File: src/rtl/sipo_pkg.sv
// Shared definitions for the serial-to-parallel word receiver.
// Latency: n/a (types and constants only).
// Backpressure: n/a.
package sipo_pkg;

    // Receiver FSM encoding: SHIFT means a partial word is in progress.
    typedef enum logic {
        ST_IDLE  = 1'b0,
        ST_SHIFT = 1'b1
    } sipo_state_t;

    // Word width shared with the upstream 4-bit PISO stage.
    localparam int SIPO_WIDTH_DEF = 4;

endpackage : sipo_pkg

File: src/rtl/sipo_shift_core.sv
// Shift register plus bit counter; pulses done on the edge that samples the last bit of a word.
// Latency: done/word_nxt are combinational for the sampling edge; shreg/cnt update on that edge.
// Backpressure: none; every qualified bit is shifted in, clr wins over en.
//
// Ports:
//   clk, rst     : clock, synchronous active-high reset
//   clr          : abort partial word (counter and shift register to 0)
//   en, sin      : qualified serial bit
//   word_nxt     : shift register contents including the current bit (valid when done=1)
//   cnt          : bits collected in the current partial word (registered)
//   done         : this edge completes a WIDTH-bit word
module sipo_shift_core #(
    parameter int WIDTH     = 4,
    parameter bit MSB_FIRST = 1'b1,
    parameter int CNT_W     = $clog2(WIDTH + 1)
) (
    input  logic             clk,
    input  logic             rst,
    input  logic             clr,
    input  logic             en,
    input  logic             sin,
    output logic [WIDTH-1:0] word_nxt,
    output logic [CNT_W-1:0] cnt,
    output logic             done
);

    logic [WIDTH-1:0] r_shreg;
    logic [CNT_W-1:0] r_cnt;
    logic [WIDTH-1:0] w_shreg_nxt;
    logic             w_done;

    // MSB-first matches the PISO shift order: first bit ends up in the top bit.
    always_comb begin
        w_shreg_nxt = r_shreg;
        if (MSB_FIRST) begin
            w_shreg_nxt = {r_shreg[WIDTH-2:0], sin};
        end else begin
            w_shreg_nxt = {sin, r_shreg[WIDTH-1:1]};
        end
    end

    // A clear in the same cycle discards the bit, so no completion can occur.
    assign w_done = en && !clr && (r_cnt == CNT_W'(WIDTH - 1));

    always_ff @(posedge clk) begin
        if (rst || clr) begin
            r_shreg <= '0;
            r_cnt   <= '0;
        end else if (en) begin
            r_shreg <= w_shreg_nxt;
            r_cnt   <= w_done ? '0 : r_cnt + 1'b1;
        end
    end

    assign word_nxt = w_shreg_nxt;
    assign cnt      = r_cnt;
    assign done     = w_done;

endmodule : sipo_shift_core

File: src/rtl/sipo_word_rx.sv
// Serial-to-parallel receiver: assembles WIDTH-bit words from a qualified bit stream into a holding register.
// Latency: dout/dout_valid update on the edge sampling the last bit (visible the next cycle).
// Backpressure: valid/ready on dout; a word completing while the holding register is full and not accepted is dropped and sets sticky overrun.
//
// Ports:
//   clk, rst              : clock, synchronous active-high reset
//   sin, sin_valid        : serial input bit and its qualifier
//   sync_clr              : abort the partial word (holding register untouched)
//   dout, dout_valid      : holding register and its valid flag
//   dout_ready            : consumer accept
//   busy, bit_cnt         : partial word in progress / bits collected so far
//   overrun, ovr_clr      : sticky drop flag and its clear
module sipo_word_rx
    import sipo_pkg::*;
#(
    parameter int   WIDTH     = SIPO_WIDTH_DEF,
    parameter bit   MSB_FIRST = 1'b1,
    localparam int  CNT_W     = $clog2(WIDTH + 1)
) (
    input  logic             clk,
    input  logic             rst,
    input  logic             sin,
    input  logic             sin_valid,
    input  logic             sync_clr,
    output logic [WIDTH-1:0] dout,
    output logic             dout_valid,
    input  logic             dout_ready,
    output logic             busy,
    output logic [CNT_W-1:0] bit_cnt,
    output logic             overrun,
    input  logic             ovr_clr
);

    sipo_state_t      r_state;
    sipo_state_t      w_state_nxt;
    logic [WIDTH-1:0] r_dout;
    logic             r_dout_valid;
    logic             r_overrun;
    logic [WIDTH-1:0] w_word;
    logic             w_done;
    logic             w_accept;
    logic             w_load;
    logic             w_drop;

    sipo_shift_core #(
        .WIDTH     (WIDTH),
        .MSB_FIRST (MSB_FIRST),
        .CNT_W     (CNT_W)
    ) u_core (
        .clk      (clk),
        .rst      (rst),
        .clr      (sync_clr),
        .en       (sin_valid),
        .sin      (sin),
        .word_nxt (w_word),
        .cnt      (bit_cnt),
        .done     (w_done)
    );

    always_ff @(posedge clk) begin
        if (rst) begin
            r_state <= ST_IDLE;
        end else begin
            r_state <= w_state_nxt;
        end
    end

    always_comb begin
        w_state_nxt = r_state;
        if (sync_clr) begin
            w_state_nxt = ST_IDLE;
        end else if (sin_valid) begin
            case (r_state)
                ST_IDLE:  w_state_nxt = ST_SHIFT;
                ST_SHIFT: w_state_nxt = w_done ? ST_IDLE : ST_SHIFT;
                default:  w_state_nxt = ST_IDLE;
            endcase
        end
    end

    // An accept in the same cycle frees the holding register for the new word.
    assign w_accept = r_dout_valid && dout_ready;
    assign w_load   = w_done && (!r_dout_valid || dout_ready);
    assign w_drop   = w_done && r_dout_valid && !dout_ready;

    always_ff @(posedge clk) begin
        if (rst) begin
            r_dout       <= '0;
            r_dout_valid <= 1'b0;
            r_overrun    <= 1'b0;
        end else begin
            if (w_load) begin
                r_dout       <= w_word;
                r_dout_valid <= 1'b1;
            end else if (w_accept) begin
                r_dout_valid <= 1'b0;
            end
            // Setting beats a simultaneous clear so no drop goes unreported.
            if (w_drop) begin
                r_overrun <= 1'b1;
            end else if (ovr_clr) begin
                r_overrun <= 1'b0;
            end
        end
    end

    assign dout       = r_dout;
    assign dout_valid = r_dout_valid;
    assign overrun    = r_overrun;
    assign busy       = (r_state == ST_SHIFT);

endmodule : sipo_word_rx

File: config.mk
export PLATFORM = sky130hd
export DESIGN_NAME = sipo_word_rx
export DESIGN_NICKNAME = d
export VERILOG_FILES = /design/src/rtl/sipo_pkg.sv /design/src/rtl/sipo_shift_core.sv /design/src/rtl/sipo_word_rx.sv
export SDC_FILE = /design/constraint.sdc
export NUM_CORES = 1
export LEC_CHECK = 0
export BUFFER_PORTS_ARGS = -buffer_cell sky130_fd_sc_hd__buf_4
export CAP_MARGIN = 20
export CORE_AREA = 2 2 39 41
export DETAILED_ROUTE_END_ITERATION = 10
export DIE_AREA = 0 0 41 43
export PLACE_DENSITY_LB_ADDON = 0.2
export SKIP_LAST_GASP = 1
export SYNTH_ARGS = -nofsm -noshare
export SYNTH_HDL_FRONTEND = slang
export SYNTH_SLANG_ARGS = --single-unit
File: constraint.sdc
create_clock -name clk -period 1.97 [get_ports clk]
set_input_delay 0.0985 -clock clk [delete_from_list [all_inputs] [get_ports clk]]
set_output_delay 0.0985 -clock clk [all_outputs]
set_load 0.01 [all_outputs]
Word-level counts from Yosys, hierarchy flattened:

Index checks and enable logic that the tools add are counted.

* flip-flop bits (word level): 13
* logic and storage cells: 30

* add/sub/neg operators: 1
* equality and inequality tests: 1
* mux-type cells: 7
* bitwise logic cells: 1
* reduce and logical (&&, ||, !) cells: 14

Operators with widths (number)
* 1-bit logical AND: 6
* 1-bit two-way mux: 5
* 2-bit nonzero test: 2
* 3-bit by 1-bit adder with 3-bit output (second input constant): 1
* 3-bit by 2-bit equality test with 1-bit output (second input constant): 1
* 1-bit logical NOT: 3
* 3-bit two-way mux: 1
* 1-bit logical OR: 2
* 1-bit case mux with 2 select lines: 1
* 2-bit OR reduction: 1
* 1-bit NOT: 1

Logic depth before layout (Yosys ltp):

Gate-level depths: netlist of the first run.

* depth after elaboration: 6
* depth in mapped cells: 5

By module:

A second synthesis of the first run with hierarchy kept.

* cell total of the unflattened synthesis: 57
* area total of the unflattened synthesis: 581.8 sq um

Modules (own cells, without submodules)
* sipo_word_rx: times used 1, cells an instance 31, area an instance 305.3 sq um
* sipo_shift_core: times used 1, cells an instance 26, area an instance 276.5 sq um

Worst setup path before layout of the first run:

Ideal clock, no wire load.

* path kind: flip-flop to flip-flop
* from: reg u_core.r_cnt[0] (netlist: u_core.cnt[0])
* to: reg r_overrun (netlist: overrun)
* arrival: 1.037 ns
* data required time: 1.856 ns
* slack: 0.820 ns
* stages on the path, launching flop included: 6
* buffers on the path: 1
* period minus slack after synthesis: 1.150 ns
* cells stage by stage: dfxtp_1 ha_1 and4bb_1 buf_4 a21oi_1 nor2_1

* longest elaborated chain between the ends: 5

Ends and longest elaborated chain
* from (decl): line sipo_shift_core.sv:28 `logic [CNT_W-1:0] r_cnt;`
* from (signal assigned): line sipo_shift_core.sv:51 `r_cnt <= w_done ? '0 : r_cnt + 1'b1;`
* 3-bit by 2-bit equality test with 1-bit output (*): line sipo_shift_core.sv:43 `assign w_done = en && !clr && (r_cnt == CNT_W'(WIDTH - 1));`
* 1-bit logical AND (*): line sipo_shift_core.sv:43
* 1-bit logical AND (*) (2 in a row): line sipo_word_rx.sv:84 `assign w_drop = w_done && r_dout_valid && !dout_ready;`
* 1-bit two-way mux or 2-bit nonzero test (tied branches)
* to (signal assigned): line sipo_word_rx.sv:90 `r_overrun <= 1'b0;`
* to (signal assigned): line sipo_word_rx.sv:100 `r_overrun <= 1'b1;`
* to (signal assigned): line sipo_word_rx.sv:102 `r_overrun <= 1'b0;`
* to (decl): line sipo_word_rx.sv:38 `logic r_overrun;`

Every way passes the cells marked *; elsewhere a longest branch is shown, timed or not.
A chain may end at the register's enable or synchronous reset.

Worst setup path after layout of the first run:

* from: reg u_core.r_cnt[0] (netlist: u_core.cnt[0])
* to: reg r_dout[0] (netlist: dout[0])

* longest elaborated chain between the ends: 3

Ends and longest elaborated chain
* 3-bit by 2-bit equality test with 1-bit output: line sipo_shift_core.sv:43
* 1-bit logical AND: line sipo_shift_core.sv:43
* 1-bit logical AND: line sipo_word_rx.sv:83 `assign w_load = w_done && (!r_dout_valid || dout_ready);`
* to (signal assigned): line sipo_word_rx.sv:93 `r_dout <= w_word;`
* to (decl): line sipo_word_rx.sv:36 `logic [WIDTH-1:0] r_dout;`

No other way between the ends.

==> metrics.txt, run 1 <==
# TYPE chip_impl_metric gauge
chip_impl_metric{name="finalCriticalPeriod",unit="ps"} 1260
chip_impl_metric{name="synth.yosys.warnings",unit=""} 0
chip_impl_metric{name="finalNetCount",unit=""} 80
chip_impl_metric{name="dp_worst_setup_slack",unit="ps"} 712
chip_impl_info{name="synth.area.top_cells",value="sky130_fd_sc_hd__dfxtp_1 (49%), sky130_fd_sc_hd__nand3b_1 (7.0%), sky130_fd_sc_hd__a21oi_1 (6.6%)"} 1
chip_impl_info{name="start_kind",value="register"} 1
chip_impl_metric{name="synth.net_count",unit=""} 63
chip_impl_metric{name="setup-violations-final",unit=""} 0
chip_impl_info{name="cts-root-buf",value="sky130_fd_sc_hd__clkbuf_4"} 1
chip_impl_metric{name="cts.repair_timing.setup_buffer_count",unit=""} 0
chip_impl_metric{name="postLayoutSetupSlackWorst",unit="ps"} 713
chip_impl_metric{name="chipWidth",unit="um"} 41
chip_impl_metric{name="power_per_cell_area",unit="nW/um^2"} 685
chip_impl_metric{name="clock_tree.htree_level_count",unit=""} 1
chip_impl_info{name="top_layer",value="met4"} 1
chip_impl_metric{name="grt_usage",unit=""} 0.146
chip_impl_metric{name="drt_wl_cell",unit="um"} 11.3
chip_impl_metric{name="hold_violations",unit=""} 0
chip_impl_metric{name="post_route_cells_drive_above_1_share",unit=""} 0.282
chip_impl_metric{name="postCtsResizedCells",unit=""} 0
chip_impl_info{name="synth-main-ff-cell",value="sky130_fd_sc_hd__dfxtp_1"} 1
chip_impl_metric{name="routed_wire_length",unit="um"} 979
chip_impl_info{name="synth.most_common_cell",value="sky130_fd_sc_hd__dfxtp_1"} 1
chip_impl_metric{name="max_stage_delay",unit="ps"} 370
chip_impl_metric{name="grt_start_max_net_pins",unit=""} 12
chip_impl_metric{name="first_pass_grt_wire_length",unit="mm"} 1.66
chip_impl_metric{name="area_growth",unit="%"} 26.1
chip_impl_metric{name="insertedDiodeCount",unit=""} 0
chip_impl_metric{name="detailed_routing_iteration_count_for_the_pre_antenna_repair_pass",unit=""} 2
chip_impl_metric{name="buffer_levels_on_the_longest_clock_path",unit=""} 2
chip_impl_metric{name="rd_place_congestion",unit=""} 0.722
chip_impl_metric{name="setup_total_negative_slack",unit="ps"} 0
chip_impl_metric{name="peak_clock_frequency_supported_by_timing",unit="MHz"} 796
chip_impl_metric{name="routed_via_density",unit=""} 4.77
chip_impl_metric{name="drt-met1-wl",unit="um"} 478
chip_impl_metric{name="data_required_time_at_the_worst_endpoint",unit="ps"} 2180
chip_impl_metric{name="antenna_found_initial",unit=""} 0
chip_impl_metric{name="r2r.worst_path.cells",unit=""} 4
chip_impl_metric{name="i_o_pin_count",unit=""} 17
chip_impl_info{name="tritoncts",value="yes"} 1
chip_impl_metric{name="grt.overflow.total",unit=""} 0
chip_impl_metric{name="die-area",unit="um^2"} 1760
chip_impl_info{name="unrepaired_setup_endpoints_after_global_routing",value="false"} 1
chip_impl_metric{name="yosysSeqAreaShare",unit=""} 0.488
chip_impl_metric{name="reg2reg_setup_slack",unit="ps"} 710
chip_impl_metric{name="finish.utilization",unit=""} 0.486
chip_impl_metric{name="hold_path_depth",unit=""} 2
chip_impl_metric{name="cts_buf_count",unit=""} 3
chip_impl_metric{name="route.met3.wl",unit="um"} 43
chip_impl_metric{name="worst_slew_pin_slew",unit="ps"} 532
chip_impl_info{name="status",value="finished, final reports clean"} 1
chip_impl_metric{name="yosys.area.top_type_share",unit=""} 0.488
chip_impl_metric{name="max-vdd-ir-drop",unit="uV"} 395
chip_impl_metric{name="count_of_fill_cells_added_during_filler_insertion",unit=""} 140
chip_impl_metric{name="crit_fanout",unit=""} 7
chip_impl_metric{name="clock_skew",unit="ps"} 10.4
chip_impl_metric{name="numClockSinks",unit=""} 13
chip_impl_info{name="critPathSlowestCell",value="sky130_fd_sc_hd__dfxtp_1"} 1
chip_impl_metric{name="fin_total_pwr",unit="mW"} 0.460
chip_impl_metric{name="dp_hpwl",unit="um"} 713
chip_impl_metric{name="port_buffers",unit=""} 16
chip_impl_metric{name="placement_rows",unit=""} 14
chip_impl_metric{name="routed-via-count",unit=""} 415
chip_impl_metric{name="final-max-slew-violation-count",unit=""} 0
chip_impl_metric{name="fin_crit_sh",unit=""} 0.638
chip_impl_metric{name="drcViolationCount",unit=""} 0
chip_impl_metric{name="worst_skew_pair.late_latency",unit="ps"} 280
chip_impl_info{name="list_of_cells_traversed_by_the_critical_path",value="ha_1 -> and4bb_1 -> nand3b_1 -> a21oi_1"} 1
chip_impl_metric{name="synth_area_per_cell",unit="um^2"} 9.69
chip_impl_metric{name="ant_nets",unit=""} 0
chip_impl_metric{name="cts-hold-fix-buffers",unit=""} 0
chip_impl_info{name="hold_class",value="in -> reg"} 1
chip_impl_info{name="endpoint_kind",value="register"} 1
chip_impl_metric{name="synth.distinct_cells",unit=""} 20
chip_impl_metric{name="max_cap_viol_count",unit=""} 0
chip_impl_metric{name="placeableCoreArea",unit="um^2"} 1380
chip_impl_metric{name="postSynthRegisterBits",unit=""} 13
chip_impl_metric{name="first_global_vias",unit=""} 365
chip_impl_metric{name="p_leak",unit="nW"} 0.276
chip_impl_metric{name="slew_headroom",unit=""} 0.645
chip_impl_metric{name="initial_utilization",unit=""} 0.385
chip_impl_metric{name="cts.clk_slew.worst_paths",unit="ps"} 80
chip_impl_metric{name="synthArstFlopShare",unit=""} 0
chip_impl_metric{name="wl_met2",unit="um"} 432
chip_impl_info{name="worstSetupPathType",value="reg -> reg"} 1
chip_impl_metric{name="synth_area",unit="um^2"} 533
chip_impl_info{name="synthTopCellsByCount",value="sky130_fd_sc_hd__dfxtp_1 (13), sky130_fd_sc_hd__a21oi_1 (7), sky130_fd_sc_hd__nor2_1 (7), sky130_fd_sc_hd__nand3b_1 (5), sky130_fd_sc_hd__o21ai_0 (4)"} 1
chip_impl_metric{name="post_synth_edffs",unit=""} 0
chip_impl_metric{name="worst_ep_arrival_time",unit="ps"} 1470
chip_impl_info{name="synth_largest_area_cell",value="sky130_fd_sc_hd__dfxtp_1"} 1
chip_impl_metric{name="synth_cells",unit=""} 55
chip_impl_metric{name="floorplan.die.height",unit="um"} 43
chip_impl_metric{name="detailedRoute.firstIterationViolations",unit=""} 8
state kept, by name (all words and copies together) (netlist names):
register and flops:
dout_valid 1, busy 1, u_core.cnt 3, overrun 1, u_core.r_shreg 3, dout 4
layout make-up:
type	instances	area, um^2	share of cell area
Clock buffer	4	26.3	0.0391
Tap cell	16	20.0	0.0298
Inverter	1	3.75	0.00559
Sequential cell	13	260	0.387
Multi-Input combinational cell	37	241	0.359
Timing Repair Buffer	16	120	0.179
critical path, delay by kind of cell (launching register included):
kind / cells / cell delay, ps
simple gates: 2 / 490
flops: 1 / 370
fa+ha+maj: 1 / 200
compound gates: 1 / 130
final timing paths:
path / from / end
setup / recovery: u_core.cnt[0]$_SDFFE_PP0P_ / dout[0]$_SDFFE_PP0P_
setup reg to reg: u_core.cnt[0]$_SDFFE_PP0P_ / dout[0]$_SDFFE_PP0P_
hold / removal: rst / dout[0]$_SDFFE_PP0P_
hold reg to reg: u_core.cnt[2]$_SDFFE_PP0P_ / u_core.cnt[2]$_SDFFE_PP0P_
cells by family (layout without fill, tap and decap cells):
group	count (synthesis)	after routing	share of synthesized area
multiplexers	3	3	0.0563
buffers and inverters	5	21	0.0587
flip-flops	13	13	0.488
AO/OA/AOI/OAI	13	13	0.141
adder cells (fa/ha/maj)	1	1	0.0235
AND/OR/NAND/NOR	20	20	0.232
through the flow:
| stage | hold WS (ps) | area, um^2 | instances |
|---|---|---|---|
| after global placement | 319 | 646 | 83 |
| final | 27.7 | 672 | 87 |
| after floorplan | 168 | 533 | 55 |
| after CTS | 23.6 | 672 | 87 |
| after global routing | 32.6 | 672 | 87 |
| after detailed placement | 320 | 646 | 83 |
placed cells by master (no fill, tap or decap), types with 2 or more instances in the layout:
master,netlist,routed
sky130_fd_sc_hd__a21oi_1,7,7
sky130_fd_sc_hd__nand2b_1,2,2
sky130_fd_sc_hd__nor2b_1,2,2
sky130_fd_sc_hd__nor2_1,7,7
sky130_fd_sc_hd__dfxtp_1,13,13
sky130_fd_sc_hd__clkbuf_4,0,3
sky130_fd_sc_hd__buf_4,1,16
sky130_fd_sc_hd__nand3b_1,5,5
sky130_fd_sc_hd__o21ai_0,4,4
sky130_fd_sc_hd__mux2i_1,3,3
routing by layer:
| layer | vias to the layer above | GRT usage |
|---|---|---|
| li1 | 225 | - |
| met1 | 179 | 0.222 |
| met2 | 7 | 0.166 |
| met3 | 4 | 0.0471 |
| met4 | 0 | 0.100 |
| met5 | - | 0 |
report_power, final:
group	internal (mW)	switching (mW)	leakage (nW)	total, mW
Clock	0.0784	0.0834	0.0150	0.162
Combinational	0.0165	0.0137	0.155	0.0302
Sequential	0.266	0.00255	0.105	0.268
Total	0.361	0.0997	0.276	0.460
No activity file was read; power rests on OpenSTA's default activity.
==> run 2, diff against run 1 <==
==> constraint.sdc (replaced) <==
create_clock -name clk -period 1.3 [get_ports clk]
set_input_delay 0.065 -clock clk [delete_from_list [all_inputs] [get_ports clk]]
set_output_delay 0.065 -clock clk [all_outputs]
set_load 0.01 [all_outputs]
==> metrics.txt, run 2 (same netlist as run 1, synthesis figures left out) <==
# TYPE chip_impl_metric gauge
chip_impl_metric{name="drt_wl_cell",unit="um"} 11.8
chip_impl_metric{name="port_buffers",unit=""} 16
chip_impl_metric{name="finalCriticalPeriod",unit="ps"} 1240
chip_impl_metric{name="power.share.switching",unit=""} 0.213
chip_impl_metric{name="detailed_routing_iteration_count_for_the_pre_antenna_repair_pass",unit=""} 4
chip_impl_metric{name="die-area",unit="um^2"} 1760
chip_impl_metric{name="dp.cells",unit=""} 84
chip_impl_metric{name="grt.overflow.total",unit=""} 0
chip_impl_metric{name="clock_skew",unit="ps"} 4.24
chip_impl_metric{name="power_switching",unit="mW"} 0.149
chip_impl_metric{name="seq_power_share",unit=""} 0.583
chip_impl_metric{name="data_required_time_at_the_worst_endpoint",unit="ps"} 1500
chip_impl_info{name="tritoncts",value="yes"} 1
chip_impl_metric{name="wl_met2",unit="um"} 516
chip_impl_metric{name="r2r.worst_path.cells",unit=""} 4
chip_impl_info{name="endpoint_kind",value="register"} 1
chip_impl_metric{name="crit_fanout",unit=""} 7
chip_impl_metric{name="placement_rows",unit=""} 14
chip_impl_metric{name="worst_slew_pin_slew",unit="ps"} 262
chip_impl_info{name="layout.cells.most_common",value="sky130_fd_sc_hd__buf_4"} 1
chip_impl_info{name="critPathSlowestCell",value="sky130_fd_sc_hd__dfxtp_1"} 1
chip_impl_metric{name="routed-via-count",unit=""} 449
chip_impl_metric{name="final-max-slew-violation-count",unit=""} 0
chip_impl_metric{name="hold_ws",unit="ps"} 49.2
chip_impl_metric{name="max_stage_delay",unit="ps"} 390
chip_impl_info{name="hold_class",value="in -> reg"} 1
chip_impl_metric{name="internal-power",unit="mW"} 0.550
chip_impl_metric{name="peak_clock_frequency_supported_by_timing",unit="MHz"} 808
chip_impl_metric{name="largest_reg_flops",unit=""} 4
chip_impl_metric{name="worst_skew_pair.late_latency",unit="ps"} 270
chip_impl_metric{name="postLayoutSetupSlackWorst",unit="ps"} 63.1
chip_impl_metric{name="insertedDiodeCount",unit=""} 0
chip_impl_metric{name="max_cap_viol_count",unit=""} 0
chip_impl_metric{name="setup-violations-final",unit=""} 0
chip_impl_metric{name="buffer_levels_on_the_longest_clock_path",unit=""} 2
chip_impl_metric{name="cts.repair_timing.setup_buffer_count",unit=""} 0
chip_impl_metric{name="placeableCoreArea",unit="um^2"} 1380
chip_impl_metric{name="drcViolationCount",unit=""} 0
chip_impl_metric{name="drt-met1-wl",unit="um"} 466
chip_impl_metric{name="rd_place_congestion",unit=""} 0.721
chip_impl_metric{name="i_o_pin_count",unit=""} 17
chip_impl_metric{name="initial_utilization",unit=""} 0.385
chip_impl_info{name="list_of_cells_traversed_by_the_critical_path",value="ha_2 -> and4bb_4 -> nand3b_1 -> a21oi_1"} 1
chip_impl_metric{name="antenna_found_initial",unit=""} 0
chip_impl_metric{name="setup_total_negative_slack",unit="ps"} 0
chip_impl_metric{name="clock_tree.htree_level_count",unit=""} 1
chip_impl_metric{name="dp_hpwl",unit="um"} 729
chip_impl_metric{name="post_layout_nonfiller_instances",unit=""} 89
chip_impl_metric{name="floorplan.die.height",unit="um"} 43
chip_impl_info{name="worstSetupPathType",value="reg -> reg"} 1
chip_impl_metric{name="first_pass_grt_wire_length",unit="mm"} 1.61
chip_impl_metric{name="chipWidth",unit="um"} 41
chip_impl_metric{name="worst_ep_arrival_time",unit="ps"} 1440
chip_impl_info{name="cts-root-buf",value="sky130_fd_sc_hd__clkbuf_4"} 1
chip_impl_metric{name="grt_start_max_net_pins",unit=""} 12
chip_impl_info{name="layout_common_cells",value="sky130_fd_sc_hd__buf_4 (17), sky130_fd_sc_hd__dfxtp_1 (13), sky130_fd_sc_hd__nor2_1 (7), sky130_fd_sc_hd__a21oi_1 (7), sky130_fd_sc_hd__nand3b_1 (5)"} 1
chip_impl_metric{name="power_per_cell_area",unit="nW/um^2"} 981
chip_impl_metric{name="part_of_the_power_in_the_clock_network",unit=""} 0.344
chip_impl_metric{name="numClockSinks",unit=""} 13
chip_impl_metric{name="finish.utilization",unit=""} 0.514
chip_impl_metric{name="cts_buf_count",unit=""} 3
chip_impl_metric{name="hold_violations",unit=""} 0
chip_impl_metric{name="slew_headroom",unit=""} 0.826
chip_impl_metric{name="ant_nets",unit=""} 0
chip_impl_info{name="top_layer",value="met4"} 1
chip_impl_info{name="status",value="finished, final reports clean"} 1
chip_impl_metric{name="route.met3.wl",unit="um"} 56
chip_impl_metric{name="hold_path_depth",unit=""} 3
chip_impl_metric{name="fin_crit_sh",unit=""} 0.951
chip_impl_metric{name="cts.clk_slew.worst_paths",unit="ps"} 80
chip_impl_metric{name="p_leak",unit="nW"} 0.281
chip_impl_metric{name="post_route_cells_drive_above_1_share",unit=""} 0.329
chip_impl_info{name="start_kind",value="register"} 1
chip_impl_metric{name="detailedRoute.firstIterationViolations",unit=""} 6
chip_impl_metric{name="routed_via_density",unit=""} 5.04
chip_impl_metric{name="comb_power_share",unit=""} 0.073
chip_impl_metric{name="max-vdd-ir-drop",unit="uV"} 691
chip_impl_metric{name="grt_usage",unit=""} 0.144
chip_impl_metric{name="routed_wire_length",unit="mm"} 1.05
chip_impl_metric{name="area_growth",unit="%"} 33.6
chip_impl_metric{name="dp_worst_setup_slack",unit="ps"} 41.6
chip_impl_metric{name="finalNetCount",unit=""} 82
chip_impl_metric{name="first_global_vias",unit=""} 380
[run 2: changes by cell type in the layout (fill, tap and decap cells not counted)]
cell                            delta
sky130_fd_sc_hd__ha_1              -1
sky130_fd_sc_hd__and4bb_4          +1
sky130_fd_sc_hd__buf_4             +1
sky130_fd_sc_hd__nand4bb_1         -1
sky130_fd_sc_hd__nand4bb_4         +1
sky130_fd_sc_hd__ha_2              +1
sky130_fd_sc_hd__and4bb_1          -1
sky130_fd_sc_hd__dlygate4sd3_1     +1
[run 2: routing by layer]
| layer | vias up | global-route usage |
|---|---|---|
| li1 | 228 | - |
| met2 | 9 | 0.181 |
| met4 | 0 | 0.0800 |
| met3 | 2 | 0.0942 |
| met5 | - | 0 |
| met1 | 210 | 0.178 |
[run 2: path summary, 6_finish.rpt]
path,from,to,slack (ps)
hold reg to reg,u_core.cnt[2]$_SDFFE_PP0P_,u_core.cnt[2]$_SDFFE_PP0P_,470
setup / recovery,u_core.cnt[1]$_SDFFE_PP0P_,dout[2]$_SDFFE_PP0P_,60
setup reg to reg,u_core.cnt[1]$_SDFFE_PP0P_,dout[2]$_SDFFE_PP0P_,60
hold / removal,sin,u_core.r_shreg[0]$_SDFFE_PP0P_,50
[run 2: final cells by class]
cell class                      instances  area [um^2]
Inverter                                1         3.75
Timing Repair Buffer                   18          138
Sequential cell                        13          260
Tap cell                               16         20.0
Clock buffer                            4         26.3
Multi-Input combinational cell         37          264
Fill cell                             141          672
[run 2: what timing repair did]
action,4_1_cts,5_1_grt
hold endpoints to repair,6,0
hold buffers,1,0
setup endpoints to repair,0,5
gates resized for setup,0,4
[run 2: power groups by stage]
stage,sequential (mW),clock (mW),combinational (mW)
after floorplan,0.417,0,0.0232
after global placement,0.416,0,0.0465
after detailed placement,0.416,0,0.0464
after CTS,0.407,0.257,0.0489
after global routing,0.408,0.281,0.0557
final,0.407,0.240,0.0511
[run 2: critical path: cells and delay by family (launching register included)]
kind | cells | cell delay (ps)
AND/OR/NAND/NOR | 2 | 410
flip-flops | 1 | 390
adder cells (fa/ha/maj) | 1 | 250
AO/OA/AOI/OAI | 1 | 130
[run 2: per-stage QoR]
step           instance area (um^2)  power, mW
2_1_floorplan                   533      0.440
3_3_place_gp                    653      0.462
3_5_place_dp                    653      0.463
4_1_cts                         689      0.712
5_1_grt                         712      0.745
6_report                        712      0.698
==> run 3, diff against run 2 <==
--- a/config.mk
+++ b/config.mk
@@ -7,9 +7,9 @@
 export LEC_CHECK = 0
 export BUFFER_PORTS_ARGS = -buffer_cell sky130_fd_sc_hd__buf_4
 export CAP_MARGIN = 20
-export CORE_AREA = 2 2 39 41
+export CORE_MARGIN = 1
+export CORE_UTILIZATION = 41
 export DETAILED_ROUTE_END_ITERATION = 10
-export DIE_AREA = 0 0 41 43
 export PLACE_DENSITY_LB_ADDON = 0.2
 export SKIP_LAST_GASP = 1
 export SYNTH_ARGS = -nofsm -noshare
==> constraint.sdc (replaced) <==
create_clock -name clk -period 1 [get_ports clk]
set_input_delay 0.05 -clock clk [delete_from_list [all_inputs] [get_ports clk]]
set_output_delay 0.05 -clock clk [all_outputs]
set_load 0.01 [all_outputs]
==> metrics.txt, run 3 (same netlist as run 1, synthesis figures left out) <==
# TYPE chip_impl_metric gauge
chip_impl_info{name="start_kind",value="register"} 1
chip_impl_info{name="list_of_cells_traversed_by_the_critical_path",value="ha_4 -> nand4bb_2 -> o21ai_0 -> a21oi_1"} 1
chip_impl_metric{name="grt_start_max_net_pins",unit=""} 11
chip_impl_metric{name="reg2reg_setup_slack",unit="ps"} -130
chip_impl_metric{name="rd_place_congestion",unit=""} 0.721
chip_impl_metric{name="cts_buf_count",unit=""} 3
chip_impl_metric{name="antenna_found_initial",unit=""} 0
chip_impl_metric{name="cts.clk_slew.worst_paths",unit="ps"} 70
chip_impl_info{name="reg2reg_start",value="u_core.cnt[0]$_SDFFE_PP0P_"} 1
chip_impl_info{name="unrepaired_setup_endpoints_after_global_routing",value="true"} 1
chip_impl_info{name="cts-root-buf",value="sky130_fd_sc_hd__clkbuf_4"} 1
chip_impl_metric{name="drcViolationCount",unit=""} 0
chip_impl_metric{name="initial_utilization",unit=""} 0.461
chip_impl_metric{name="wl_met2",unit="um"} 577
chip_impl_metric{name="insertedDiodeCount",unit=""} 0
chip_impl_metric{name="hold_ws",unit="ps"} -14.3
chip_impl_metric{name="final-max-slew-violation-count",unit=""} 0
chip_impl_metric{name="port_buffers",unit=""} 16
chip_impl_metric{name="dp.cells",unit=""} 85
chip_impl_metric{name="count_of_fill_cells_added_during_filler_insertion",unit=""} 106
chip_impl_metric{name="placed_area",unit="um^2"} 697
chip_impl_metric{name="post_route_cells_drive_above_1_share",unit=""} 0.455
chip_impl_metric{name="post_layout_nonfiller_instances",unit=""} 91
chip_impl_metric{name="ff_latch_area",unit="um^2"} 268
chip_impl_info{name="r2r_end",value="dout[1]$_SDFFE_PP0P_"} 1
chip_impl_info{name="violations",value="negative hold slack, negative setup slack"} 1
chip_impl_metric{name="fin_total_pwr",unit="mW"} 0.917
chip_impl_info{name="layout_common_cells",value="sky130_fd_sc_hd__buf_4 (20), sky130_fd_sc_hd__dfxtp_1 (11), sky130_fd_sc_hd__nor2_1 (7)"} 1
chip_impl_metric{name="peak_clock_frequency_supported_by_timing",unit="MHz"} 889
chip_impl_metric{name="worstPathBufferInverterCount",unit=""} 0
chip_impl_metric{name="placement_rows",unit=""} 12
chip_impl_metric{name="first_pass_grt_wire_length",unit="mm"} 1.90
chip_impl_metric{name="hold_path_depth",unit=""} 2
chip_impl_metric{name="p_leak",unit="nW"} 0.306
chip_impl_metric{name="first_global_vias",unit=""} 452
chip_impl_metric{name="max_cap_viol_count",unit=""} 0
chip_impl_metric{name="finalCriticalPeriod",unit="ps"} 1130
chip_impl_metric{name="postLayoutSetupSlackWorst",unit="ps"} -125
chip_impl_metric{name="data_required_time_at_the_worst_endpoint",unit="ps"} 1170
chip_impl_metric{name="drt_wl_cell",unit="um"} 12.8
chip_impl_info{name="top_layer",value="met4"} 1
chip_impl_metric{name="dp_hpwl",unit="um"} 759
chip_impl_metric{name="detailedRoute.firstIterationViolations",unit=""} 2
chip_impl_metric{name="clock_skew",unit="ps"} 1.78
chip_impl_metric{name="finalNetCount",unit=""} 86
chip_impl_metric{name="floorplan.die.height",unit="um"} 38.1
chip_impl_metric{name="routed_via_density",unit=""} 5.26
chip_impl_metric{name="r2r.worst_path.cells",unit=""} 4
chip_impl_metric{name="die-area",unit="um^2"} 1450
chip_impl_metric{name="numClockSinks",unit=""} 13
chip_impl_metric{name="area_growth",unit="%"} 43.4
chip_impl_metric{name="i_o_pin_count",unit=""} 17
chip_impl_info{name="critPathTopFamily",value="flip-flops"} 1
chip_impl_info{name="critPathSlowestCell",value="sky130_fd_sc_hd__dfxtp_4"} 1
chip_impl_info{name="tritoncts",value="yes"} 1
chip_impl_metric{name="worst_skew_pair.late_latency",unit="ps"} 280
chip_impl_metric{name="max-vdd-ir-drop",unit="uV"} 785
chip_impl_metric{name="area_occupied_by_multi_input_gates",unit="um^2"} 277
chip_impl_metric{name="clock_tree.htree_level_count",unit=""} 1
chip_impl_metric{name="routed_wire_length",unit="mm"} 1.16
chip_impl_metric{name="drt-met1-wl",unit="um"} 493
chip_impl_metric{name="fin_crit_sh",unit=""} 1.13
chip_impl_info{name="status",value="complete, but fails checks"} 1
chip_impl_metric{name="chipWidth",unit="um"} 38.1
chip_impl_metric{name="power_per_cell_area",unit="nW/um^2"} 1200
chip_impl_metric{name="grt.overflow.total",unit=""} 0
chip_impl_metric{name="buffer_levels_on_the_longest_clock_path",unit=""} 2
chip_impl_metric{name="largest_reg_flops",unit=""} 4
chip_impl_metric{name="finish.utilization",unit=""} 0.661
chip_impl_metric{name="ant_nets",unit=""} 0
chip_impl_metric{name="max_stage_delay",unit="ps"} 370
chip_impl_metric{name="placeableCoreArea",unit="um^2"} 1160
chip_impl_info{name="hold_class",value="in -> reg"} 1
chip_impl_metric{name="routed-via-count",unit=""} 479
chip_impl_metric{name="hold_violations",unit=""} 6
chip_impl_metric{name="crit_fanout",unit=""} 6
chip_impl_metric{name="worst_ep_arrival_time",unit="ps"} 1300
chip_impl_info{name="endpoint_kind",value="register"} 1
chip_impl_metric{name="detailed_routing_iteration_count_for_the_pre_antenna_repair_pass",unit=""} 3
chip_impl_metric{name="slew_headroom",unit=""} 0.741
chip_impl_metric{name="worst_slew_pin_slew",unit="ps"} 386
chip_impl_info{name="hold_path_end",value="dout[0]$_SDFFE_PP0P_"} 1
chip_impl_metric{name="grt_usage",unit=""} 0.201
chip_impl_info{name="worstSetupStartpoint",value="u_core.cnt[0]$_SDFFE_PP0P_"} 1
chip_impl_metric{name="route.met3.wl",unit="um"} 61
chip_impl_info{name="hold_path.startpoint",value="rst"} 1
chip_impl_info{name="layout.cells.most_common",value="sky130_fd_sc_hd__buf_4"} 1
chip_impl_info{name="worstSetupPathType",value="reg -> reg"} 1
chip_impl_metric{name="final_cell_area",unit="um^2"} 764
chip_impl_metric{name="setup-violations-final",unit=""} 9
[run 3: cell count changes in the layout (fill, tap and decap cells not counted), sizes merged]
cell and change:
dlygate4sd3 -1, buf +5
[run 3: worst max path at each step]
stage | end | slack [ps] | depth (start not counted)
2_1_floorplan | overrun$_SDFFE_PP0P_ | -60 | 5
4_1_cts | dout[2]$_SDFFE_PP0P_ | -100 | 4
3_5_place_dp | dout[2]$_SDFFE_PP0P_ | -220 | 4
5_1_grt | busy$_SDFFE_PP0P_ | -150 | 4
6_report | dout[1]$_SDFFE_PP0P_ | -130 | 4
3_3_place_gp | dout[3]$_SDFFE_PP0P_ | -140 | 4
[run 3: final cells by class]
cell class | count | share of cell area
Inverter | 1 | 0.00491
Clock buffer | 4 | 0.0344
Tap cell | 14 | 0.0229
Sequential cell | 13 | 0.350
Timing Repair Buffer | 22 | 0.226
Multi-Input combinational cell | 37 | 0.362
[run 3: stage by stage]
step / setup TNS, ps / setup slack (ps)
after global placement: -885 / -145
after CTS: -662 / -100
after floorplan: -323 / -57.3
final: -846 / -125
after detailed placement: -1040 / -218
after global routing: -1150 / -153
[run 3: layer usage]
layer  up-vias  GRT usage
li1        234          -
met1       228      0.222
met2        12      0.322
met3         5     0.0872
met4         0      0.107
met5         -          0
[run 3: where the power goes]
| part | total (mW) | internal (mW) | switching [mW] |
|---|---|---|---|
| combinational | 0.0710 | 0.0392 | 0.0318 |
| sequential | 0.526 | 0.520 | 0.00597 |
| clock | 0.320 | 0.155 | 0.165 |
| total | 0.917 | 0.714 | 0.203 |
[run 3: timing repair]
| item | CTS | global route |
|---|---|---|
| endpoints found under the setup margin | 9 | 9 |
| setup buffers | 2 | 0 |
| gates resized for setup | 9 | 2 |
| pin swaps | 2 | 2 |
| hold endpoints to repair | 6 | 6 |
